### config.mk
export PLATFORM = sky130hd
export DESIGN_NAME = updown_mod_counter
export DESIGN_NICKNAME = d
export VERILOG_FILES = /design/src/rtl/counter_pkg.sv /design/src/rtl/tick_prescaler.sv /design/src/rtl/updown_mod_counter.sv
export SDC_FILE = /design/constraint.sdc
export NUM_CORES = 1
export LEC_CHECK = 0
export BUFFER_PORTS_ARGS = -buffer_cell sky130_fd_sc_hd__buf_2
export CAP_MARGIN = 20
export CORE_MARGIN = 4
export CORE_UTILIZATION = 50
export CTS_CLUSTER_SIZE = 14
export DETAILED_ROUTE_END_ITERATION = 8
export PLACE_DENSITY = 0.83
export SYNTH_ARGS = -nofsm -noshare
export SYNTH_HDL_FRONTEND = slang
export SYNTH_SLANG_ARGS = --single-unit
export TNS_END_PERCENT = 1
### constraint.sdc
create_clock -name clk -period 3.6 [get_ports clk]
set_input_delay 0 -clock clk [delete_from_list [all_inputs] [get_ports clk]]
set_output_delay 0 -clock clk [all_outputs]
set_load 0.03 [all_outputs]
### src/rtl/counter_pkg.sv
`default_nettype none
// ============================================================================
//  Module      : counter_pkg
//  Description : Shared types for the up/down modulo counter subsystem.
//  Revision    : 1.0  initial release
// ============================================================================
package counter_pkg;

    // Per-cycle counting mode; encodings are shared with stimulus code.
    typedef enum logic [1:0] {
        MODE_UP     = 2'd0,
        MODE_DOWN   = 2'd1,
        MODE_BOUNCE = 2'd2,
        MODE_HOLD   = 2'd3
    } mode_e;

endpackage : counter_pkg
`default_nettype wire

### src/rtl/tick_prescaler.sv
`default_nettype none
// ============================================================================
//  Module      : tick_prescaler
//  Description : Divides advance requests by PRESCALE and emits a one-cycle
//                tick on the last advance of each period. clr restarts the
//                period and takes precedence over adv.
//  Revision    : 1.0  initial release
// ============================================================================
module tick_prescaler #(
    parameter int PRESCALE = 1
) (
    input  logic clk,
    input  logic rst,
    input  logic clr,
    input  logic adv,
    output logic tick
);

    generate
        if (PRESCALE == 1) begin : g_passthrough
            // Every advance is a step; no divider state is needed.
            logic w_unused_ok;
            assign w_unused_ok = &{1'b0, clk, rst, clr};
            assign tick        = adv;
        end else begin : g_divider
            localparam int               PW     = (PRESCALE > 1) ? $clog2(PRESCALE) : 1;
            localparam logic [PW-1:0]    C_LAST = PW'(PRESCALE - 1);

            logic [PW-1:0] pre_q;
            logic [PW-1:0] pre_d;

            assign tick = adv && (pre_q == C_LAST);

            // Next divider value: clear wins, otherwise advance and roll over.
            always_comb begin
                pre_d = pre_q;
                if (clr) begin
                    pre_d = '0;
                end else if (adv) begin
                    pre_d = (pre_q == C_LAST) ? '0 : pre_q + PW'(1);
                end
            end

            // Divider state register.
            always_ff @(posedge clk) begin
                if (rst) begin
                    pre_q <= '0;
                end else begin
                    pre_q <= pre_d;
                end
            end
        end
    endgenerate

endmodule : tick_prescaler
`default_nettype wire

### src/rtl/updown_mod_counter.sv
`default_nettype none
// ============================================================================
//  Module      : updown_mod_counter
//  Description : WIDTH-bit modulo counter (0..MAX) with up/down/bounce/hold
//                modes, clamped synchronous load, enable prescaler, and a
//                registered wrap pulse for cascading.
//  Revision    : 1.0  initial release
// ============================================================================
module updown_mod_counter
    import counter_pkg::*;
#(
    parameter int WIDTH    = 4,
    parameter int MAX      = (1 << WIDTH) - 1,
    parameter int PRESCALE = 1
) (
    input  logic             clk,
    input  logic             rst,
    input  logic             en,
    input  mode_e            mode,
    input  logic             load,
    input  logic [WIDTH-1:0] load_val,
    output logic [WIDTH-1:0] count,
    output logic             dir,
    output logic             wrap,
    output logic             tick
);

    localparam logic [WIDTH-1:0] C_MAX = WIDTH'(MAX);
    localparam logic [WIDTH-1:0] C_ONE = WIDTH'(1);

    logic [WIDTH-1:0] count_q, count_d;
    logic             dir_q,   dir_d;
    logic             wrap_q,  wrap_d;
    logic             w_adv;

    // HOLD freezes the prescaler as well as the count.
    assign w_adv = en && (mode != MODE_HOLD);

    tick_prescaler #(
        .PRESCALE (PRESCALE)
    ) u_prescaler (
        .clk  (clk),
        .rst  (rst),
        .clr  (load),
        .adv  (w_adv),
        .tick (tick)
    );

    // Next-state: load beats step; a tick arriving with load is dropped.
    always_comb begin
        count_d = count_q;
        dir_d   = dir_q;
        wrap_d  = 1'b0;
        if (load) begin
            count_d = (load_val > C_MAX) ? C_MAX : load_val;
        end else if (tick) begin
            case (mode)
                MODE_UP: begin
                    dir_d = 1'b1;
                    if (count_q == C_MAX) begin
                        count_d = '0;
                        wrap_d  = 1'b1;
                    end else begin
                        count_d = count_q + C_ONE;
                    end
                end
                MODE_DOWN: begin
                    dir_d = 1'b0;
                    if (count_q == '0) begin
                        count_d = C_MAX;
                        wrap_d  = 1'b1;
                    end else begin
                        count_d = count_q - C_ONE;
                    end
                end
                MODE_BOUNCE: begin
                    if (dir_q) begin
                        if (count_q == C_MAX) begin
                            count_d = C_MAX - C_ONE;
                            dir_d   = 1'b0;
                            wrap_d  = 1'b1;
                        end else begin
                            count_d = count_q + C_ONE;
                        end
                    end else begin
                        if (count_q == '0) begin
                            count_d = C_ONE;
                            dir_d   = 1'b1;
                            wrap_d  = 1'b1;
                        end else begin
                            count_d = count_q - C_ONE;
                        end
                    end
                end
                default: begin
                    count_d = count_q;
                end
            endcase
        end
    end

    // Count, direction and wrap registers.
    always_ff @(posedge clk) begin
        if (rst) begin
            count_q <= '0;
            dir_q   <= 1'b1;
            wrap_q  <= 1'b0;
        end else begin
            count_q <= count_d;
            dir_q   <= dir_d;
            wrap_q  <= wrap_d;
        end
    end

    assign count = count_q;
    assign dir   = dir_q;
    assign wrap  = wrap_q;

endmodule : updown_mod_counter
`default_nettype wire

==> metrics.txt, run 1 <==
# TYPE chip_impl_metric gauge
chip_impl_info{name="worst_path_max_delay_cell",value="sky130_fd_sc_hd__dfxtp_1"} 1
chip_impl_metric{name="cts_setup_buffers",unit=""} 0
chip_impl_info{name="ranking_of_synthesized_cells_by_area",value="sky130_fd_sc_hd__dfxtp_1 17%, sky130_fd_sc_hd__ha_1 12%, sky130_fd_sc_hd__a21oi_1 4.9%"} 1
chip_impl_metric{name="yosys.area.top_type_share",unit="%"} 16.7
chip_impl_metric{name="xor_and_xnor_area_share_after_synthesis",unit="%"} 1.22
chip_impl_metric{name="dpl_worst_slack",unit="ns"} 1.69
chip_impl_metric{name="cts.sinks",unit=""} 6
chip_impl_metric{name="finish.cell_count_without_fillers",unit=""} 127
chip_impl_metric{name="power_density",unit="nW/um^2"} 293
chip_impl_info{name="status",value="completed"} 1
chip_impl_metric{name="fmaxAchievable",unit="MHz"} 513
chip_impl_metric{name="finalHoldViolations",unit=""} 0
chip_impl_metric{name="critical_path_arrival",unit="ns"} 2.08
chip_impl_metric{name="muxShareOfSynthArea",unit="%"} 1.57
chip_impl_metric{name="ys_seq_area_share",unit="%"} 16.7
chip_impl_metric{name="ff_latch_area",unit="sq um"} 120
chip_impl_metric{name="core_region_area",unit="sq um"} 1330
chip_impl_metric{name="drt_drc_violations_left",unit=""} 0
chip_impl_metric{name="grt_pass1_wl",unit="microns"} 2860
chip_impl_metric{name="chipHeight",unit="microns"} 45.9
chip_impl_metric{name="via_per_inst",unit=""} 6.24
chip_impl_metric{name="max-cap-violations",unit=""} 0
chip_impl_info{name="critical_path.top_delay_family",value="compound AO/OA/AOI/OAI gates"} 1
chip_impl_metric{name="critPathBufInv",unit=""} 1
chip_impl_metric{name="peak_supply_drop",unit="mV"} 0.174
chip_impl_info{name="combinational_family_with_the_most_area_after_synthesis",value="compound AO/OA/AOI/OAI gates"} 1
chip_impl_metric{name="die_width",unit="microns"} 45.9
chip_impl_metric{name="timing.final.setup_violations",unit=""} 0
chip_impl_metric{name="routedWlPerCell",unit="microns"} 14.7
chip_impl_metric{name="fin_worst_skew",unit="ns"} 0.00908
chip_impl_info{name="critPathCaptureType",value="register"} 1
chip_impl_metric{name="initial_standard_cell_utilization_of_the_core",unit="%"} 53.8
chip_impl_metric{name="gp_routability_congestion",unit=""} 0.919
chip_impl_metric{name="mappedNetlistNets",unit=""} 115
chip_impl_metric{name="post-place-cells",unit=""} 122
chip_impl_metric{name="clock_tree.buffer_depth",unit=""} 2
chip_impl_metric{name="finish.net_count",unit=""} 131
chip_impl_metric{name="synth_warnings",unit=""} 0
chip_impl_metric{name="fillCellCount",unit=""} 130
chip_impl_metric{name="dr_total_vias",unit=""} 792
chip_impl_metric{name="fin_crit",unit="ns"} 1.95
chip_impl_info{name="post-synth-top-count-cell",value="sky130_fd_sc_hd__inv_1"} 1
chip_impl_info{name="synth-main-ff-cell",value="sky130_fd_sc_hd__dfxtp_1"} 1
chip_impl_metric{name="finalMaxSlewViolations",unit=""} 0
chip_impl_metric{name="number_of_global_route_vias_before_repair",unit=""} 665
chip_impl_metric{name="fin_tns_setup",unit="ns"} 0
chip_impl_metric{name="grt_antenna_before_repair",unit=""} 0
chip_impl_metric{name="multiInputGateArea",unit="sq um"} 531
chip_impl_metric{name="worstPathMaxFanout",unit=""} 9
chip_impl_metric{name="synth-adder-area-share",unit="%"} 12.2
chip_impl_metric{name="global_route.overflow_total",unit=""} 0
chip_impl_info{name="tritoncts_clock_tree",value="built"} 1
chip_impl_metric{name="required",unit="ns"} 3.73
chip_impl_metric{name="synth-compound-area-share",unit="%"} 34.5
chip_impl_metric{name="layout-area-overhead-vs-synth",unit="%"} 15.0
chip_impl_metric{name="fin_worst_hold_slack",unit="ns"} 0.00479
chip_impl_metric{name="p_leak",unit="nW"} 0.382
chip_impl_metric{name="drtIter0Drc",unit=""} 37
chip_impl_metric{name="antenna_cells_inserted",unit=""} 0
chip_impl_metric{name="slew-limit-headroom",unit="%"} 62.5
chip_impl_info{name="grt_setup_unrepaired",value="no"} 1
chip_impl_metric{name="cts-buffers-inserted",unit=""} 3
chip_impl_metric{name="antenna_left",unit=""} 0
chip_impl_info{name="crit_top_cell",value="sky130_fd_sc_hd__a221oi_1"} 1
chip_impl_metric{name="synth.ff_latch_count",unit=""} 6
chip_impl_metric{name="design.die.area",unit="sq um"} 2110
chip_impl_metric{name="postRouteWirelength",unit="microns"} 1870
chip_impl_metric{name="post_cts_resized",unit=""} 0
chip_impl_info{name="worstPathCellList",value="inv_1 > ha_1 > or2b_1 > a2111oi_2 > a221oi_1 > o21ai_1 > a221oi_1"} 1
chip_impl_info{name="critical_path_startpoint_category",value="register"} 1
chip_impl_metric{name="simple_gate_share_of_the_synthesized_area",unit="%"} 24.4
chip_impl_info{name="synth.largest_area_cell",value="sky130_fd_sc_hd__dfxtp_1"} 1
chip_impl_metric{name="placement.io_buffers",unit=""} 16
chip_impl_metric{name="drt-pass1-iter-count",unit=""} 4
chip_impl_metric{name="synthesis.area_per_instance",unit="sq um"} 7.33
chip_impl_info{name="timing.setup.critical_path_class",value="reg -> reg"} 1
chip_impl_metric{name="h-tree-depth",unit=""} 1
chip_impl_info{name="root_buffer",value="sky130_fd_sc_hd__clkbuf_4"} 1
chip_impl_metric{name="top_level_ports",unit=""} 17
chip_impl_metric{name="critical_path.max_stage_delay",unit="ns"} 0.38
chip_impl_metric{name="measured_slew_at_the_worst_slew_check_pin",unit="ns"} 0.559
chip_impl_metric{name="worst_skew_pair.late_latency",unit="ns"} 0.26
chip_impl_metric{name="post_synth_instance_area",unit="sq um"} 718
chip_impl_metric{name="synth_enable_flop_cells",unit=""} 0
chip_impl_metric{name="grt_start_max_net_pins",unit=""} 18
chip_impl_metric{name="layout_worst_path_cycle_share",unit="%"} 54.2
chip_impl_metric{name="synth-async-reset-ratio",unit="%"} 0
chip_impl_metric{name="synthDistinctLibCells",unit=""} 38
chip_impl_metric{name="clock_pin_slew_reported_for_the_worst_setup_and_hold_paths_after_clock_tree_synthesis",unit="ns"} 0.05
chip_impl_metric{name="std_cell_rows",unit=""} 13
chip_impl_metric{name="synth_cells",unit=""} 98
chip_impl_metric{name="drive_gt1_share",unit="%"} 21.4
chip_impl_metric{name="worst_slack",unit="ns"} 1.65
chip_impl_metric{name="grt.total_usage",unit="%"} 18.9
chip_impl_metric{name="place.detailed.hpwl",unit="microns"} 1330
chip_impl_info{name="worstHoldPathType",value="in -> reg"} 1
layout by cell type, fill, tap and decap left out, types with 2 or more instances in the layout:
cell / Yosys / layout
sky130_fd_sc_hd__a21o_1: 2 / 2
sky130_fd_sc_hd__a21oi_1: 7 / 7
sky130_fd_sc_hd__a221oi_1: 2 / 2
sky130_fd_sc_hd__a31oi_1: 2 / 2
sky130_fd_sc_hd__a41oi_1: 2 / 2
sky130_fd_sc_hd__buf_2: 2 / 16
sky130_fd_sc_hd__clkbuf_4: 0 / 3
sky130_fd_sc_hd__dfxtp_1: 6 / 6
sky130_fd_sc_hd__dlygate4sd3_1: 0 / 2
sky130_fd_sc_hd__ha_1: 7 / 7
sky130_fd_sc_hd__inv_1: 9 / 9
sky130_fd_sc_hd__nand2_1: 7 / 7
sky130_fd_sc_hd__nand3b_1: 3 / 3
sky130_fd_sc_hd__nor2_1: 7 / 7
sky130_fd_sc_hd__nor2b_1: 4 / 4
sky130_fd_sc_hd__nor3_1: 5 / 5
sky130_fd_sc_hd__o21ai_0: 7 / 7
sky130_fd_sc_hd__o21ai_1: 2 / 2
cells by family (layout without fill, tap and decap cells):
logic type               count (synthesis)  after routing
flip-flops                               6              6
AO/OA/AOI/OAI                           34             34
XOR/XNOR                                 1              1
AND/OR/NAND/NOR                         33             33
buffers and inverters                   16             30
adder cells (fa/ha/maj)                  7              7
multiplexers                             1              1
metal layers:
metal | vias to the layer above | global-route usage, % | share of wire (%)
li1 | 388 | - | -
met4 | 0 | 8.52 | 1.8
met2 | 46 | 30.5 | 47
met5 | - | 0 | 0
met3 | 6 | 4.74 | 7.6
met1 | 352 | 23.4 | 43
layout make-up:
type | instances | share of cell area [%]
clock buffers | 3 | 2.73
inverters | 9 | 4.09
multi-input cells | 76 | 64.2
repair buffers | 18 | 12.1
flip-flops and latches | 6 | 14.5
well taps | 15 | 2.27
power by group:
part	total, mW	internal [mW]	switching, mW
clock network	0.0677	0.0381	0.0297
registers	0.0819	0.0706	0.0113
logic	0.0924	0.0380	0.0545
total	0.242	0.147	0.0955
sequential cells by signal, indices dropped and copies added (netlist names):
| name | flops |
|---|---|
| count | 4 |
| dir | 1 |
| wrap | 1 |
worst min-delay path, stage by stage:
cell and delay (ns):
sky130_fd_sc_hd__buf_2 0.09, sky130_fd_sc_hd__nand2_1 0.05, sky130_fd_sc_hd__a31oi_1 0.07
what timing repair did:
| action | in CTS | in global routing |
|---|---|---|
| hold buffers | 2 | 0 |
| endpoints found under the setup margin | 0 | 0 |
| endpoints found under the hold margin | 3 | 0 |
per-stage QoR:
step / total power [mW] / instance area [sq um] / utilization [%]
final: 0.242 / 826 / 61.9
after global placement: 0.170 / 783 / 58.7
after global routing: 0.257 / 826 / 61.9
after floorplan: 0.150 / 718 / -
after detailed placement: 0.172 / 783 / 58.7
after CTS: 0.242 / 826 / 61.9
worst paths after layout:
| kind | slack, ns | to | depth (start not counted) | start |
|---|---|---|---|---|
| max reg2reg | 1.65 | count[2] | 7 | count[0] |
| min reg2reg | 0.64 | count[0] | 2 | count[0] |
| min | 0.005 | count[0] | 3 | load_val[0] |
| max | 1.65 | count[2] | 7 | count[0] |
Power figures use the tool's default switching activity.
==> run 2, diff against run 1 <==
clock period = 1.9 ns   (was 3.6 ns; I/O delays follow)
==> run 2 against run 1 <==
Via count increased by 0.88%. Die area unchanged. Count of clock-buffer cells in the layout did not move. Clock power is 80% higher. Critical path depth is the same. Utilization increased by 2.5 points. Final cell count increased by 2.4%. Sequential cell count unchanged. Fmax up 11%. Design area increased by 4.1%. Worst hold slack improved by 0.0035 ns. Routed wire length is 2.5% higher. Critical path type unchanged. Critical endpoint is now count[1]. Largest cell class unchanged. Largest power group unchanged. Highest routed layer is now met3.
==> metrics.txt, run 2 (synthesized netlist as in run 1, its figures left out) <==
# TYPE chip_impl_metric gauge
chip_impl_metric{name="rrSetupSlack",unit="ns"} 0.14
chip_impl_metric{name="top_level_ports",unit=""} 17
chip_impl_metric{name="cts.sinks",unit=""} 6
chip_impl_metric{name="postRouteWirelength",unit="microns"} 1920
chip_impl_metric{name="measured_slew_at_the_worst_slew_check_pin",unit="ns"} 0.557
chip_impl_info{name="worstHoldPathType",value="in -> reg"} 1
chip_impl_metric{name="max-cap-violations",unit=""} 0
chip_impl_metric{name="required",unit="ns"} 2.04
chip_impl_metric{name="drt_drc_violations_left",unit=""} 0
chip_impl_metric{name="grt_start_max_net_pins",unit=""} 18
chip_impl_metric{name="design.die.area",unit="sq um"} 2110
chip_impl_info{name="tritoncts_clock_tree",value="built"} 1
chip_impl_metric{name="chipHeight",unit="microns"} 45.9
chip_impl_metric{name="worstPathMaxFanout",unit=""} 9
chip_impl_metric{name="finish.net_count",unit=""} 134
chip_impl_metric{name="fin_crit",unit="ns"} 1.76
chip_impl_info{name="critical_path_startpoint_category",value="register"} 1
chip_impl_metric{name="number_of_global_route_vias_before_repair",unit=""} 716
chip_impl_metric{name="core_region_area",unit="sq um"} 1330
chip_impl_metric{name="cts_setup_buffers",unit=""} 0
chip_impl_metric{name="critical_path_arrival",unit="ns"} 1.90
chip_impl_metric{name="clock_tree.buffer_depth",unit=""} 2
chip_impl_info{name="mostFrequentLayoutCell",value="sky130_fd_sc_hd__buf_2"} 1
chip_impl_metric{name="via_per_inst",unit=""} 6.15
chip_impl_metric{name="fin_tns_setup",unit="ns"} 0
chip_impl_metric{name="worst_skew_pair.late_latency",unit="ns"} 0.25
chip_impl_info{name="status",value="completed"} 1
chip_impl_info{name="critPathCaptureType",value="register"} 1
chip_impl_metric{name="dr_total_vias",unit=""} 799
chip_impl_metric{name="clock_pin_slew_reported_for_the_worst_setup_and_hold_paths_after_clock_tree_synthesis",unit="ns"} 0.05
chip_impl_metric{name="finalHoldViolations",unit=""} 0
chip_impl_metric{name="h-tree-depth",unit=""} 1
chip_impl_metric{name="timing.final.setup_violations",unit=""} 0
chip_impl_metric{name="netSwitchingPower",unit="uW"} 180
chip_impl_metric{name="internal_cell_power",unit="uW"} 288
chip_impl_metric{name="seqPwrFrac",unit="%"} 32.9
chip_impl_metric{name="die_width",unit="microns"} 45.9
chip_impl_metric{name="place.detailed.hpwl",unit="microns"} 1420
chip_impl_metric{name="p_leak",unit="nW"} 0.395
chip_impl_metric{name="layout-area-overhead-vs-synth",unit="%"} 19.7
chip_impl_metric{name="antenna_cells_inserted",unit=""} 0
chip_impl_metric{name="drive_gt1_share",unit="%"} 27.8
chip_impl_metric{name="drt-pass1-iter-count",unit=""} 4
chip_impl_metric{name="grt_pass1_wl",unit="microns"} 2950
chip_impl_metric{name="std_cell_rows",unit=""} 13
chip_impl_info{name="root_buffer",value="sky130_fd_sc_hd__clkbuf_4"} 1
chip_impl_metric{name="largest_register_ff_count",unit=""} 4
chip_impl_metric{name="drtIter0Drc",unit=""} 21
chip_impl_metric{name="gp_routability_congestion",unit=""} 0.850
chip_impl_metric{name="finalMaxSlewViolations",unit=""} 0
chip_impl_metric{name="power_density",unit="nW/um^2"} 544
chip_impl_metric{name="fmaxAchievable",unit="MHz"} 567
chip_impl_metric{name="grt_antenna_before_repair",unit=""} 0
chip_impl_metric{name="share_clk_of_total_power",unit="%"} 26.1
chip_impl_metric{name="antenna_left",unit=""} 0
chip_impl_metric{name="slew-limit-headroom",unit="%"} 62.8
chip_impl_metric{name="routedWlPerCell",unit="microns"} 14.8
chip_impl_metric{name="initial_standard_cell_utilization_of_the_core",unit="%"} 53.8
chip_impl_metric{name="peak_supply_drop",unit="mV"} 0.511
chip_impl_info{name="timing.setup.critical_path_class",value="reg -> reg"} 1
chip_impl_metric{name="layout_worst_path_cycle_share",unit="%"} 92.8
chip_impl_metric{name="finish.utilization",unit="%"} 64.4
chip_impl_metric{name="placement.io_buffers",unit=""} 16
chip_impl_metric{name="fin_worst_skew",unit="ns"} 0.00394
chip_impl_metric{name="grt.total_usage",unit="%"} 18.9
chip_impl_metric{name="share_comb_of_total_power",unit="%"} 41.0
chip_impl_info{name="grt_setup_unrepaired",value="no"} 1
chip_impl_metric{name="power.switching_fraction",unit="%"} 38.5
chip_impl_metric{name="global_route.overflow_total",unit=""} 0
chip_impl_metric{name="cts-buffers-inserted",unit=""} 3
chip_impl_info{name="layout.cells.most_common_list",value="16 x sky130_fd_sc_hd__buf_2, 9 x sky130_fd_sc_hd__inv_1"} 1
==> run 2: metrics by stage <==
step	hold slack [ns]	cells	total power [mW]	cell area (sq um)	setup WS, ns
6_report	0.00833	130	0.468	860	0.136
5_1_grt	0.0215	130	0.498	860	0.00670
4_1_cts	0.0102	130	0.459	847	0.0952
3_5_place_dp	0.257	126	0.339	815	0.111
3_3_place_gp	0.252	126	0.334	815	0.186
2_1_floorplan	0.0620	98	0.285	719	0.00513
==> run 2: timing repair <==
| item | CTS | global route |
|---|---|---|
| setup endpoints to repair | 0 | 2 |
| hold buffers | 1 | 0 |
| gates resized for setup | 0 | 3 |
| endpoints found under the hold margin | 1 | 0 |
==> run 2: power by group through the flow <==
| stage | Clock, mW | Sequential, mW | Combinational (mW) |
|---|---|---|---|
| after floorplan | 0 | 0.161 | 0.124 |
| after global placement | 0 | 0.155 | 0.179 |
| after detailed placement | 0 | 0.155 | 0.184 |
| after CTS | 0.119 | 0.153 | 0.186 |
| after global routing | 0.134 | 0.155 | 0.209 |
| final | 0.122 | 0.154 | 0.192 |
==> run 2: cell type report <==
type | instances | area (sq um)
clock buffers | 3 | 22.5
fillers | 122 | 474
inverters | 9 | 33.8
multi-input cells | 76 | 543
flip-flops and latches | 6 | 121
well taps | 15 | 18.8
repair buffers | 21 | 120
==> run 2: worst max-delay path, stage by stage (launching register included) <==
cell and delay (ns):
sky130_fd_sc_hd__dfxtp_2 0.36, sky130_fd_sc_hd__inv_1 0.11, sky130_fd_sc_hd__ha_2 0.23, sky130_fd_sc_hd__or3b_4 0.41
sky130_fd_sc_hd__o211ai_2 0.08, sky130_fd_sc_hd__a41oi_2 0.15, sky130_fd_sc_hd__a221oi_2 0.25, sky130_fd_sc_hd__nor3_1 0.06
==> run 2: metal layers <==
metal	up-vias	share of wire, %	GRT usage [%]
met1	380	44	22.8
met3	0	6.5	7.11
met4	0	0	4.55
met2	25	49	31.3
li1	394	-	-
met5	-	0	0
==> run 2: path summary, 6_finish.rpt <==
kind,start,endpoint,cells past startpoint
hold reg to reg,count[0],count[0],2
setup reg to reg,count[0],count[1],7
hold / removal,load_val[2],count[2],3
setup / recovery,count[0],count[1],7
==> run 3, diff against run 2 <==
ABC_AREA = 1   (was default)
PLACE_DENSITY = 0.84   (was 0.83)
==> run 3 against run 2 <==
Combinational power fell by 2%. Synthesized cell count rose by 5.1%. Register-to-register slack better by 0.16 ns. Largest cell class unchanged. Clock power is 7% lower. Worst hold slack better by 0.039 ns. First-iteration DRC count down 24%. Sequential cell count unchanged. Highest routed layer is now met4. Count of clock-buffer cells in the layout unchanged. Utilization rose by 1.5 points. Largest power group unchanged.
==> metrics.txt, run 3 <==
# TYPE chip_impl_metric gauge
chip_impl_metric{name="synth_enable_flop_cells",unit=""} 0
chip_impl_metric{name="synth-async-reset-ratio",unit="%"} 0
chip_impl_metric{name="finish.cell_count_without_fillers",unit=""} 135
chip_impl_metric{name="number_of_global_route_vias_before_repair",unit=""} 639
chip_impl_info{name="synth_top_cells_by_count",value="19 x sky130_fd_sc_hd__nand2_1, 16 x sky130_fd_sc_hd__inv_1, 12 x sky130_fd_sc_hd__a21oi_1"} 1
chip_impl_info{name="combinational_family_with_the_most_area_after_synthesis",value="simple AND/OR/NAND/NOR gates"} 1
chip_impl_metric{name="drive_gt1_share",unit="%"} 24.8
chip_impl_metric{name="top_level_ports",unit=""} 17
chip_impl_metric{name="drt_drc_violations_left",unit=""} 0
chip_impl_metric{name="fin_crit",unit="ns"} 1.60
chip_impl_metric{name="post-place-cells",unit=""} 131
chip_impl_metric{name="detailed_place.area",unit="sq um"} 749
chip_impl_metric{name="cts.sinks",unit=""} 6
chip_impl_metric{name="std_cell_rows",unit=""} 12
chip_impl_metric{name="largest_register_ff_count",unit=""} 4
chip_impl_metric{name="grt.total_usage",unit="%"} 17.4
chip_impl_metric{name="synth_warnings",unit=""} 0
chip_impl_metric{name="drtIter0Drc",unit=""} 16
chip_impl_metric{name="synth-adder-area-share",unit="%"} 13.1
chip_impl_metric{name="max-cap-violations",unit=""} 0
chip_impl_metric{name="grt_antenna_before_repair",unit=""} 0
chip_impl_metric{name="required",unit="ns"} 2.03
chip_impl_metric{name="drt-pass1-iter-count",unit=""} 4
chip_impl_metric{name="peak_supply_drop",unit="mV"} 0.437
chip_impl_metric{name="place.detailed.hpwl",unit="microns"} 1300
chip_impl_metric{name="yosys.area.top_type_share",unit="%"} 18.0
chip_impl_metric{name="finalMaxSlewViolations",unit=""} 0
chip_impl_metric{name="global_route.overflow_total",unit=""} 0
chip_impl_metric{name="placement.io_buffers",unit=""} 16
chip_impl_info{name="synth-main-ff-cell",value="sky130_fd_sc_hd__dfxtp_1"} 1
chip_impl_metric{name="slew-limit-headroom",unit="%"} 73.1
chip_impl_info{name="critical_path.top_delay_family",value="flip-flops"} 1
chip_impl_metric{name="muxShareOfSynthArea",unit="%"} 0
chip_impl_info{name="mostFrequentLayoutCell",value="sky130_fd_sc_hd__nand2_1"} 1
chip_impl_metric{name="dpl_worst_slack",unit="ns"} 0.325
chip_impl_info{name="critPathCaptureType",value="register"} 1
chip_impl_metric{name="worst_slack",unit="ns"} 0.299
chip_impl_info{name="crit_top_cell",value="sky130_fd_sc_hd__nand2_1"} 1
chip_impl_metric{name="critical_path_arrival",unit="ns"} 1.73
chip_impl_metric{name="chipHeight",unit="microns"} 44.5
chip_impl_metric{name="power_density",unit="nW/um^2"} 585
chip_impl_metric{name="core_region_area",unit="sq um"} 1190
chip_impl_metric{name="synthDistinctLibCells",unit=""} 24
chip_impl_metric{name="layout-area-overhead-vs-synth",unit="%"} 17.3
chip_impl_info{name="worstPathCellList",value="inv_1 > ha_1 > xnor2_1 > a21oi_2 > o21ai_0 > nand2_1 > nand2_1 > a21oi_1"} 1
chip_impl_info{name="crit-reg2reg-capture",value="count[2]"} 1
chip_impl_metric{name="fmaxAchievable",unit="MHz"} 625
chip_impl_metric{name="critical_path.max_stage_delay",unit="ns"} 0.44
chip_impl_metric{name="routedWlPerCell",unit="microns"} 11.7
chip_impl_info{name="root_buffer",value="sky130_fd_sc_hd__clkbuf_4"} 1
chip_impl_metric{name="finish.net_count",unit=""} 140
chip_impl_info{name="layout.cells.most_common_list",value="19 x sky130_fd_sc_hd__nand2_1, 16 x sky130_fd_sc_hd__inv_1, 16 x sky130_fd_sc_hd__buf_2"} 1
chip_impl_metric{name="synthesis.area_per_instance",unit="sq um"} 6.47
chip_impl_metric{name="post_cts_resized",unit=""} 0
chip_impl_metric{name="measured_slew_at_the_worst_slew_check_pin",unit="ns"} 0.404
chip_impl_metric{name="via_per_inst",unit=""} 5.47
chip_impl_metric{name="postLayoutCellArea",unit="sq um"} 782
chip_impl_metric{name="initial_standard_cell_utilization_of_the_core",unit="%"} 56.2
chip_impl_metric{name="cts-hold-fix-buffers",unit=""} 1
chip_impl_metric{name="clock_tree.buffer_depth",unit=""} 2
chip_impl_metric{name="h-tree-depth",unit=""} 1
chip_impl_metric{name="xor_and_xnor_area_share_after_synthesis",unit="%"} 2.63
chip_impl_metric{name="timing.final.setup_violations",unit=""} 0
chip_impl_metric{name="antenna_left",unit=""} 0
chip_impl_info{name="tritoncts_clock_tree",value="built"} 1
chip_impl_metric{name="mappedNetlistNets",unit=""} 120
chip_impl_info{name="ranking_of_synthesized_cells_by_area",value="sky130_fd_sc_hd__dfxtp_1 18%, sky130_fd_sc_hd__ha_1 13%, sky130_fd_sc_hd__nand2_1 11%"} 1
chip_impl_metric{name="worst_skew_pair.late_latency",unit="ns"} 0.24
chip_impl_metric{name="layout_worst_path_cycle_share",unit="%"} 84.2
chip_impl_metric{name="grt_start_max_net_pins",unit=""} 12
chip_impl_metric{name="p_leak",unit="nW"} 0.403
chip_impl_metric{name="critPathBufInv",unit=""} 1
chip_impl_metric{name="ys_seq_area_share",unit="%"} 18.0
chip_impl_info{name="timing.setup.critical_path_class",value="reg -> reg"} 1
chip_impl_info{name="synth.largest_area_cell",value="sky130_fd_sc_hd__dfxtp_1"} 1
chip_impl_metric{name="finalHoldViolations",unit=""} 0
chip_impl_metric{name="synth.ff_latch_count",unit=""} 6
chip_impl_metric{name="worstPathMaxFanout",unit=""} 7
chip_impl_metric{name="synth-compound-area-share",unit="%"} 21.6
chip_impl_metric{name="design.die.area",unit="sq um"} 1980
chip_impl_info{name="hp-start",value="load_val[2]"} 1
chip_impl_info{name="grt_setup_unrepaired",value="no"} 1
chip_impl_metric{name="postRouteWirelength",unit="microns"} 1580
chip_impl_metric{name="antenna_cells_inserted",unit=""} 0
chip_impl_info{name="worst_path_max_delay_cell",value="sky130_fd_sc_hd__dfxtp_1"} 1
chip_impl_metric{name="die_width",unit="microns"} 44.5
chip_impl_metric{name="post_synth_instance_area",unit="sq um"} 667
chip_impl_metric{name="cts_setup_buffers",unit=""} 0
chip_impl_info{name="reg_to_reg_startpoint",value="count[0]"} 1
chip_impl_metric{name="cts-buffers-inserted",unit=""} 3
chip_impl_metric{name="min_delay_path_depth",unit=""} 3
chip_impl_metric{name="clock_pin_slew_reported_for_the_worst_setup_and_hold_paths_after_clock_tree_synthesis",unit="ns"} 0.04
chip_impl_info{name="critical_path_startpoint_category",value="register"} 1
chip_impl_metric{name="worstRegToRegCells",unit=""} 8
chip_impl_info{name="worstHoldPathType",value="in -> reg"} 1
chip_impl_metric{name="gp_routability_congestion",unit=""} 0.894
chip_impl_metric{name="fin_worst_skew",unit="ns"} 0.00276
chip_impl_metric{name="finish.utilization",unit="%"} 65.9
chip_impl_metric{name="synth_cells",unit=""} 103
chip_impl_info{name="hold-path-endpoint",value="count[2]"} 1
chip_impl_info{name="status",value="completed"} 1
chip_impl_metric{name="fin_tns_setup",unit="ns"} 0
chip_impl_metric{name="rrSetupSlack",unit="ns"} 0.30
chip_impl_metric{name="grt_pass1_wl",unit="microns"} 2620
chip_impl_metric{name="simple_gate_share_of_the_synthesized_area",unit="%"} 32.3
chip_impl_metric{name="dr_total_vias",unit=""} 738
chip_impl_info{name="post-synth-top-count-cell",value="sky130_fd_sc_hd__nand2_1"} 1
[run 3: cell types whose count changed after synthesis, moves of 3 or more]
cell and delta:
sky130_fd_sc_hd__a21oi_1 +5, sky130_fd_sc_hd__nand3b_1 -3, sky130_fd_sc_hd__nor2b_1 -4, sky130_fd_sc_hd__nand3_1 +5, sky130_fd_sc_hd__nor3_1 -4, sky130_fd_sc_hd__nand2_1 +12
sky130_fd_sc_hd__inv_1 +7
[run 3: power breakdown]
part / switching (mW) / total, mW / leakage, nW / internal, mW
clock network: 0.0425 / 0.114 / 0.0138 / 0.0712
logic: 0.120 / 0.188 / 0.340 / 0.0684
registers: 0.0199 / 0.156 / 0.0495 / 0.136
total: 0.182 / 0.458 / 0.403 / 0.275
[run 3: cells by family (layout without fill, tap and decap cells)]
| logic type | count (synthesis) | after routing |
|---|---|---|
| compound gates | 25 | 25 |
| xor+xnor | 2 | 2 |
| fa+ha+maj | 7 | 7 |
| buf+inv | 20 | 38 |
| flops | 6 | 6 |
| simple gates | 43 | 43 |
[run 3: layer usage]
metal	vias to the layer above	share of wire, %	track usage (%)
li1	379	-	-
met1	329	45	23.5
met2	26	48	28.1
met3	4	5.8	2.44
met4	0	0.95	5.42
met5	-	0	0
[run 3: layout make-up]
class / instances / area, sq um
inverters: 18 / 67.6
flip-flops and latches: 6 / 120
clock buffers: 3 / 22.5
multi-input cells: 77 / 464
well taps: 14 / 17.5
repair buffers: 17 / 90.1
fillers: 93 / 404
[run 3: tightest hold or removal path, cell delays in order]
cell and delay (ns):
sky130_fd_sc_hd__buf_2 0.07, sky130_fd_sc_hd__o21ai_0 0.07, sky130_fd_sc_hd__a21oi_1 0.11
[run 3: stage by stage]
stage | power (mW) | hold slack [ns]
after global routing | 0.495 | 0.0919
after global placement | 0.341 | 0.213
final | 0.458 | 0.0472
after detailed placement | 0.343 | 0.224
after CTS | 0.461 | 0.0440
after floorplan | 0.298 | 0.0624
[run 3: worst max path at each step]
stage	to	start	depth (start not counted)	slack [ns]
6_report	count[2]	count[0]	8	0.30
3_3_place_gp	count[2]	count[0]	8	0.35
3_5_place_dp	count[2]	count[0]	8	0.32
4_1_cts	count[2]	count[0]	8	0.31
2_1_floorplan	count[2]	count[0]	8	0.25
5_1_grt	count[3]	count[0]	11	0.16
